<file path="src/rtl/des_block_loader.sv">
// Packs a byte stream into 64-bit DES blocks/keys with a one-block output register.
// Optional macro DES_PARITY_CHECK_EN adds per-block DES odd-parity checking.
module des_block_loader #(
  parameter bit MSB_FIRST = 1'b1
) (
  input  logic        clk,
  input  logic        rst,
  input  logic        in_valid,
  input  logic [7:0]  in_byte,
  output logic        in_ready,
  input  logic        abort,
  output logic        out_valid,
  output logic [63:0] out_block,
  input  logic        out_ready,
  output logic        out_parity_err,
  output logic [3:0]  fill
);

  logic [2:0]  count_q, count_d;
  logic [63:0] partial_q, partial_d;
  logic [63:0] block_q, block_d;
  logic        valid_q, valid_d;
  logic        accept, last;
  logic [63:0] shifted;

  // Refuse the 8th byte only when the output register cannot be freed this cycle.
  assign in_ready = !abort && !((count_q == 3'd7) && valid_q && !out_ready);
  assign accept   = in_valid && in_ready;
  assign last     = accept && (count_q == 3'd7);
  assign shifted  = MSB_FIRST ? {partial_q[55:0], in_byte} : {in_byte, partial_q[63:8]};

  always_comb begin
    count_d   = count_q;
    partial_d = partial_q;
    block_d   = block_q;
    valid_d   = valid_q;
    if (abort) begin
      count_d   = 3'd0;
      partial_d = '0;
    end else if (accept) begin
      count_d   = count_q + 3'd1;
      partial_d = last ? '0 : shifted;
    end
    // A freshly completed block wins over the handshake so throughput has no bubble.
    if (last) begin
      block_d = shifted;
      valid_d = 1'b1;
    end else if (valid_q && out_ready) begin
      valid_d = 1'b0;
    end
  end

  always_ff @(posedge clk or negedge rst) begin
    if (!rst) begin
      count_q   <= 3'd0;
      partial_q <= '0;
      block_q   <= '0;
      valid_q   <= 1'b0;
    end else begin
      count_q   <= count_d;
      partial_q <= partial_d;
      block_q   <= block_d;
      valid_q   <= valid_d;
    end
  end

`ifdef DES_PARITY_CHECK_EN
  logic sticky_q, sticky_d;
  logic perr_q, perr_d;
  logic byte_err, sticky_upd;

  // DES key bytes carry odd parity; an even-weight byte is an error.
  assign byte_err   = ~(^in_byte);
  assign sticky_upd = ((count_q == 3'd0) ? 1'b0 : sticky_q) | byte_err;

  always_comb begin
    sticky_d = sticky_q;
    perr_d   = perr_q;
    if (abort) begin
      sticky_d = 1'b0;
    end else if (accept) begin
      sticky_d = last ? 1'b0 : sticky_upd;
    end
    if (last) begin
      perr_d = sticky_upd;
    end
  end

  always_ff @(posedge clk or negedge rst) begin
    if (!rst) begin
      sticky_q <= 1'b0;
      perr_q   <= 1'b0;
    end else begin
      sticky_q <= sticky_d;
      perr_q   <= perr_d;
    end
  end

  assign out_parity_err = perr_q;
`else
  assign out_parity_err = 1'b0;
`endif

  assign out_valid = valid_q;
  assign out_block = block_q;
  assign fill      = {1'b0, count_q};

endmodule

</file>
<file path="config.mk">
export PLATFORM = sky130hd
export DESIGN_NAME = des_block_loader
export DESIGN_NICKNAME = d
export VERILOG_FILES = /design/src/rtl/des_block_loader.sv
export SDC_FILE = /design/constraint.sdc
export NUM_CORES = 1
export LEC_CHECK = 0
export ABC_CLOCK_PERIOD_IN_PS = 5200
export BUFFER_PORTS_ARGS = -buffer_cell sky130_fd_sc_hd__buf_4
export CORE_ASPECT_RATIO = 1.5
export CORE_UTILIZATION = 56
export CTS_BUF_LIST = sky130_fd_sc_hd__clkbuf_8 sky130_fd_sc_hd__clkbuf_16
export CTS_CLUSTER_DIAMETER = 100
export DETAILED_ROUTE_END_ITERATION = 8
export MAX_ROUTING_LAYER = met4
export PLACE_DENSITY = 0.8
export SKIP_CTS_REPAIR_TIMING = 1
export SYNTH_ARGS = -nofsm -noshare
export SYNTH_HDL_FRONTEND = slang
export SYNTH_SLANG_ARGS = --single-unit
</file>
<file path="constraint.sdc">
create_clock -name clk -period 5.2 [get_ports clk]
set_input_delay 1.04 -clock clk [delete_from_list [all_inputs] [get_ports clk]]
set_output_delay 1.04 -clock clk [all_outputs]
set_load 0.01 [all_outputs]
</file>
* After elaboration in Yosys (flattened, before gate mapping)
Cells that the tools add are included.
** Storage, ports and cells
- Register bits after elaboration :: 124
- Bits in latches :: 0
- Bits in writable memories :: 0
- Memory bits (read-only) :: 0
- Bits of input ports :: 13
- Output and inout bits :: 71
- Word-level logic and storage cells :: 24
- Memories :: 0
** Operators by class
- Add/sub/neg operators :: 1
- $mul :: 0
- Divide/modulo/power cells :: 0
- Magnitude comparators :: 0
- Eq/ne operators :: 1
- Shifts and indexed selects :: 0
- Multiplexer cells :: 7
- Bitwise operators :: 0
- Reductions and logical operators :: 11
** Operator list (count)
- 2-to-1 mux 56 bit :: 3
- logical AND 1 bit :: 6
- 2-to-1 mux 3 bit :: 2
- nonzero test 2 bit :: 2
- adder 3 x 1 -> 3 bit (second input constant) :: 1
- equality test 3 bit (second input constant) :: 1
- zero test 1 bit :: 3
- 2-to-1 mux 1 bit :: 2

* Longest topological paths before layout
Gate-level depths: netlist (run 1).
- Word-level depth :: 10
- Gate-level depth with buffers :: 7
- Depth with buffers taken out :: 5

* Worst setup path before layout (run 1)
Ideal clock, no wire load.
- Path kind :: input port to output port
- From :: input port out_ready
- To :: output port in_ready
- Arrival :: 1368 ps
- Data required time :: 4160 ps
- Slack :: 2792 ps
- Stages :: 2
- Path buffers :: 0
- Cell sequence :: and3b_1 nor2_1
** On the way
- Word-level cells in the longest chain between the ends :: 4
** Ends and longest elaborated chain
- from (decl) :: RTL line 14 : input logic out_ready,
- zero test 1 bit :: RTL line 27 : assign in_ready = !abort && !((count_q == 3'd7) && valid_q && !out_ready);
- logical AND 1 bit :: RTL line 27
- zero test 1 bit :: RTL line 27
- logical AND 1 bit :: RTL line 27
- to (decl) :: RTL line 10 : output logic in_ready,
No other way between the ends.

* Worst setup path in the final report (run 1)
- From :: register count_q[0]
- To :: output port in_ready
** On the way
- Word-level cells in the longest chain between the ends :: 5
** Ends and longest elaborated chain
- from (decl) :: RTL line 19 : logic [2:0] count_q, count_d;
- from (signal assigned) :: RTL line 60 : count_q <= count_d;
- equality test 3 bit :: RTL line 27
- logical AND 1 bit (2 in series) :: RTL line 27
- zero test 1 bit :: RTL line 27
- logical AND 1 bit :: RTL line 27
No other way between the ends.

==> results.toml, run 1 <==
[run_status]
run_status = "finished, final reports clean"

[final_layout]
final_cells = 490
area_delta_synth_final_pct = 25.2
nNetsFinal = 385
final_util = 0.719
diodes = 0
drive_gt1_frac = 0.478
fill_cells = 556

[power_and_ir_drop]
power_density_nw_per_um2 = 361
cellInternalPower_mw = 1.73
p_comb_frac = 0.029
clockPowerShare = 0.518
switchingPower_mw = 0.448
p_seq_frac = 0.453
power_leakage_nw = 3.31
peakVddDrop_uv = 233
p_sw_frac = 0.206

[global_routing]
met3_usage = 0.0591
busiest_layer = "met2"
antenna_found_initial = 0
grt_max_degree = 73
overflow = 0
first_global_vias = 2778
grt_pass1_wl_microns = 14500
grtUsageMet1 = 0.295
grtUsageMet2 = 0.323
grt_usage = 0.225

[critical_path]
r2r-start = "count_q[0]"
cpPeakStageDelay_ns = 0.41
end_kind = "primary output"
timing.critical_path.cells = "ha_1, ha_1, and3b_1, nor2_1, buf_4"
crit_arrival_ns = 1.73
path_class = "reg -> out"
crit_top_cell = "ha_1"
required_ns = 4.16
crit_path_top_delay_cell = "dfrtp_1"
cp-start-kind = "flop"
regToRegSetupSlack_ns = 2.72
r2r_cells = 5
crit_fanout = 4
r2r_end = "out_block[15]"
crit_path_start = "count_q[0]"

[clocking]
root_buffer = "clkbuf_16"
cts_buffers = 17
numClockSinks = 124
cts_max_level = 4
clock_latency_ns = 0.41
cts.reportedPaths.clkPinSlew_ns = 0.05
cts_tree = "done"
clock_path_buffers = 2

[timing]
max_slew.worst_pin.slew_ns = 0.851
fin_crit_ns = 2.77
rsz0062_at_grt = "no"
max_freq_mhz = 361
hold_ws_ns = 0.505
finClkSkew_ns = 0.00520
setup_ws_ns = 2.43
max_slew_margin = 0.433
fin_crit_sh = 0.532
tns_ns = 0
final-max-slew-violation-count = 0
hold_viol_final = 0
setup_viol = 0

[placed_design]
io_buffer_count = 81
dp.final_hpwl_microns = 5270
placed_cells_incl_taps = 458
pre_cts_ws_ns = 2.19
place_congestion = 0.754

[route]
routed-via-count = 2697
ant_nets = 0
wirelength_microns = 8730
drt-initial-drc-count = 136
routed_via_density = 5.50
first_pass_iters = 4
routedWlPerCell_microns = 17.8
drt_drc_violations_left = 0

[floorplanning]
die_y_microns = 115
ios = 84
dieArea_sq_um = 8960
initial_core_util = 0.574
num_rows = 41
die_w_microns = 77.6
core_area_sq_um = 8360

[min_path]
hold_depth = 1
min_to = "out_block[59]"
hold_class = "reg -> reg"
hp-start = "partial_q[51]"

[logic_synthesis]
ys_seq_area_frac = 0.646
yosysUniqueCellTypes = 24
yosys.area.top_type_share = 0.646
yosys.area.top_type = "dfrtp_1"
synthTopCellsByArea = "dfrtp_1 (65%), mux2_4 (15%), a22o_1 (10%)"
ys_ff_latch = 124
yosysWarnings = 0
synthCells = 286
synth_area_sq_um = 4800
syn_avg_cell_area_sq_um = 16.8

[flow_run]
cap_violations = 0
==> worst max-delay path by stage <==
stage	end	slack (ns)	depth (start not counted)
6_report	in_ready	2.43	5
5_1_grt	in_ready	2.34	5
4_1_cts	in_ready	2.42	5
3_5_place_dp	out_block[19]	2.19	5
3_3_place_gp	out_block[15]	2.24	5
2_1_floorplan	in_ready	2.79	2
==> cells by family (layout without fill, tap and decap cells) <==
family | count (synthesis) | in the layout | share of synthesized area
adder cells (fa/ha/maj) | 2 | 2 | 0.00521
flip-flops | 124 | 124 | 0.646
AO/OA/AOI/OAI | 61 | 61 | 0.109
other | 1 | 2 | 0.000781
AND/OR/NAND/NOR | 11 | 11 | 0.0156
buffers and inverters | 23 | 119 | 0.0346
multiplexers | 64 | 64 | 0.188
==> Yosys cell counts <==
library cell,count
nor2b_4,1
o21ai_0,1
buf_2,7
dfrtp_1,124
nand3b_1,1
and3b_1,1
nand3_2,1
nor3_1,1
a22o_1,56
buf_6,6
o211ai_1,1
nor2_1,1
and3_1,2
mux2_4,49
nand2b_1,1
nand2_1,2
inv_1,2
a31o_2,2
clkbuf_1,1
conb_1,1
mux2_2,15
buf_4,7
ha_1,2
a21oi_1,1
==> flip-flops by register name (all words and copies together) (netlist names) <==
signal     count
out_valid      1
count_q        3
out_block     64
partial_q     56
==> metrics by stage <==
step | total power [mW] | cell area (sq um)
final | 2.17 | 6020
after floorplan | 1.03 | 4810
after CTS | 2.19 | 6020
after global routing | 2.24 | 6020
after detailed placement | 1.07 | 5440
after global placement | 1.06 | 5440
==> metal layers <==
metal / share of wire / up-vias / wire length, microns
met2: 0.47 / 74 / 4130
li1: - / 1219 / -
met4: 0.028 / 0 / 242
met5: 0 / - / 0
met3: 0.038 / 18 / 331
met1: 0.46 / 1386 / 4030
==> layout make-up <==
| class | count | area [sq um] | area share |
|---|---|---|---|
| clock buffers | 20 | 467 | 0.0776 |
| clock inverters | 12 | 105 | 0.0175 |
| inverters | 2 | 7.51 | 0.00125 |
| multi-input cells | 140 | 1560 | 0.260 |
| flip-flops and latches | 124 | 3100 | 0.516 |
| well taps | 107 | 134 | 0.0223 |
| repair buffers | 85 | 638 | 0.106 |
==> cells in the final DEF (no fill, tap or decap) <==
master / count
dfrtp_1: 124
clkinv_2: 6
nand3_4: 1
o211ai_1: 1
a21oi_4: 1
mux2_4: 49
buf_4: 85
a31o_2: 2
and3_1: 2
conb_1: 2
and3b_1: 1
mux2_2: 15
nor2_1: 1
nand3b_1: 1
bufinv_16: 2
nor2b_4: 1
inv_1: 6
a22o_1: 56
clkbuf_16: 17
nand2_1: 2
o21ai_0: 1
ha_1: 2
clkbuf_8: 3
nor3_2: 1
nand2b_1: 1
==> power groups by stage <==
stage / clock, mW / combinational, mW / sequential, mW
after floorplan: 0 / 0.0284 / 0.999
after detailed placement: 0 / 0.0647 / 1.00
after global routing: 1.18 / 0.0712 / 0.985
after CTS: 1.14 / 0.0649 / 0.984
final: 1.13 / 0.0626 / 0.984
after global placement: 0 / 0.0629 / 1.00
==> worst max-delay path: cells and delay by family, from the launching register on <==
kind / cells / cell delay, ns
flops: 1 / 0.41
fa+ha+maj: 2 / 0.47
buf+inv: 1 / 0.13
simple gates: 2 / 0.31
Note: power is estimated with default switching activity, not from simulation.
==> inputs of run 2 (changes only) <==
--- a/config.mk
+++ b/config.mk
@@ -5,15 +5,15 @@
 export SDC_FILE = /design/constraint.sdc
 export NUM_CORES = 1
 export LEC_CHECK = 0
-export ABC_CLOCK_PERIOD_IN_PS = 5200
+export ABC_CLOCK_PERIOD_IN_PS = 2200
 export BUFFER_PORTS_ARGS = -buffer_cell sky130_fd_sc_hd__buf_4
 export CORE_ASPECT_RATIO = 1.5
-export CORE_UTILIZATION = 56
+export CORE_UTILIZATION = 50
 export CTS_BUF_LIST = sky130_fd_sc_hd__clkbuf_8 sky130_fd_sc_hd__clkbuf_16
 export CTS_CLUSTER_DIAMETER = 100
 export DETAILED_ROUTE_END_ITERATION = 8
 export MAX_ROUTING_LAYER = met4
-export PLACE_DENSITY = 0.8
+export PLACE_DENSITY = 0.75
 export SKIP_CTS_REPAIR_TIMING = 1
 export SYNTH_ARGS = -nofsm -noshare
 export SYNTH_HDL_FRONTEND = slang
==> constraint.sdc (replaced) <==
create_clock -name clk -period 2.2 [get_ports clk]
set_input_delay 0.44 -clock clk [delete_from_list [all_inputs] [get_ports clk]]
set_output_delay 0.44 -clock clk [all_outputs]
set_load 0.01 [all_outputs]
==> results.toml, run 2 (synthesis gave the netlist of run 1 again) <==
[placed_design]
place_congestion = 0.760
dp.final_hpwl_microns = 5450
io_buffer_count = 81

[floorplanning]
num_rows = 43
die_y_microns = 122
die_w_microns = 82.0
ios = 84
initial_core_util = 0.516
core_area_sq_um = 9310
dieArea_sq_um = 10000

[critical_path]
required_ns = 1.76
cp-start-kind = "flop"
path_class = "reg -> out"
regToRegSetupSlack_ns = 0.39
end_kind = "primary output"
r2r_cells = 6
crit_fanout = 4
r2r-start = "count_q[0]"
crit_path_start = "count_q[0]"
crit_arrival_ns = 1.65

[clocking]
cts.reportedPaths.clkPinSlew_ns = 0.05
clock_latency_ns = 0.40
cts_max_level = 4
clock_path_buffers = 2
cts_buffers = 17
numClockSinks = 124
root_buffer = "clkbuf_16"
cts_tree = "done"

[timing]
finClkSkew_ns = 0.00587
setup_viol = 0
final-max-slew-violation-count = 0
tns_ns = 0
hold_ws_ns = -0.0127
rsz0062_at_grt = "no"
hold_viol_final = 30
fin_crit_ns = 2.09
max_freq_mhz = 478
fin_crit_sh = 0.951

[final_layout]
mostFrequentLayoutCell = "dfrtp_1"
nNetsFinal = 389
area_delta_synth_final_pct = 26.2
largest_reg_flops = 64
layout_common_cells = "dfrtp_1 (124), buf_4 (83), a22o_1 (56), mux2_4 (49), clkbuf_16 (17)"
final_util = 0.651
drive_gt1_frac = 0.476
diodes = 0

[global_routing]
grt_max_degree = 57
overflow = 0
first_global_vias = 2915
grt_pass1_wl_microns = 14600
antenna_found_initial = 0
grt_usage = 0.205

[power_and_ir_drop]
power_leakage_nw = 3.32
power_mw = 4.88
power_density_nw_per_um2 = 805
peakVddDrop_uv = 593

[min_path]
hold_class = "in -> async"

[run_status]
run_status = "finished, violations left"
failed_checks = "negative hold slack"

[route]
wirelength_microns = 8730
drt-initial-drc-count = 139
routedWlPerCell_microns = 17.7
routed-via-count = 2750
routed_via_density = 5.57
drt_drc_violations_left = 0
first_pass_iters = 4
ant_nets = 0

[flow_run]
cap_violations = 0
-- run 2: worst max-delay path, cell delays in order, from the launching register on --
cell,delay (ns)
dfrtp_1,0.40
ha_1,0.22
ha_2,0.21
and3b_1,0.20
nor2_1,0.09
buf_4,0.12
-- run 2: metrics by stage --
stage | setup WS, ns | instance area, sq um | instances | hold WS [ns]
floorplan | 0.507 | 4810 | 287 | 0.144
global placement | 0.456 | 5560 | 467 | 0.416
detailed placement | 0.388 | 5560 | 467 | 0.419
CTS | 0.0344 | 6060 | 494 | -0.0120
global route | 0.0311 | 6060 | 494 | 0.00626
finish | 0.107 | 6060 | 494 | -0.0127
-- run 2: power breakdown --
| group | internal, mW | switching [mW] | total [mW] |
|---|---|---|---|
| combinational | 0.0621 | 0.104 | 0.166 |
| clock | 1.52 | 0.871 | 2.39 |
| sequential | 2.31 | 0.0210 | 2.33 |
-- run 2: layout make-up --
class | instances | area (sq um)
Clock buffer | 18 | 439
Clock inverter | 9 | 63.8
Fill cell | 668 | 3250
Inverter | 2 | 7.51
Multi-Input combinational cell | 140 | 1560
Sequential cell | 124 | 3100
Tap cell | 112 | 140
Timing Repair Buffer | 89 | 743
-- run 2: worst paths after layout --
kind / to
setup reg to reg: partial_q[40]
min in group clk: partial_q[5]
hold reg to reg: partial_q[48]
setup / recovery: in_ready
max in group asynchronous: partial_q[49]
hold / removal: out_block[62]
-- run 2: per-layer routing --
layer  GRT usage  part of all wire
met1       0.271              0.45
met2       0.282              0.47
met4       0.112             0.032
met3      0.0607             0.051
met5           -                 0
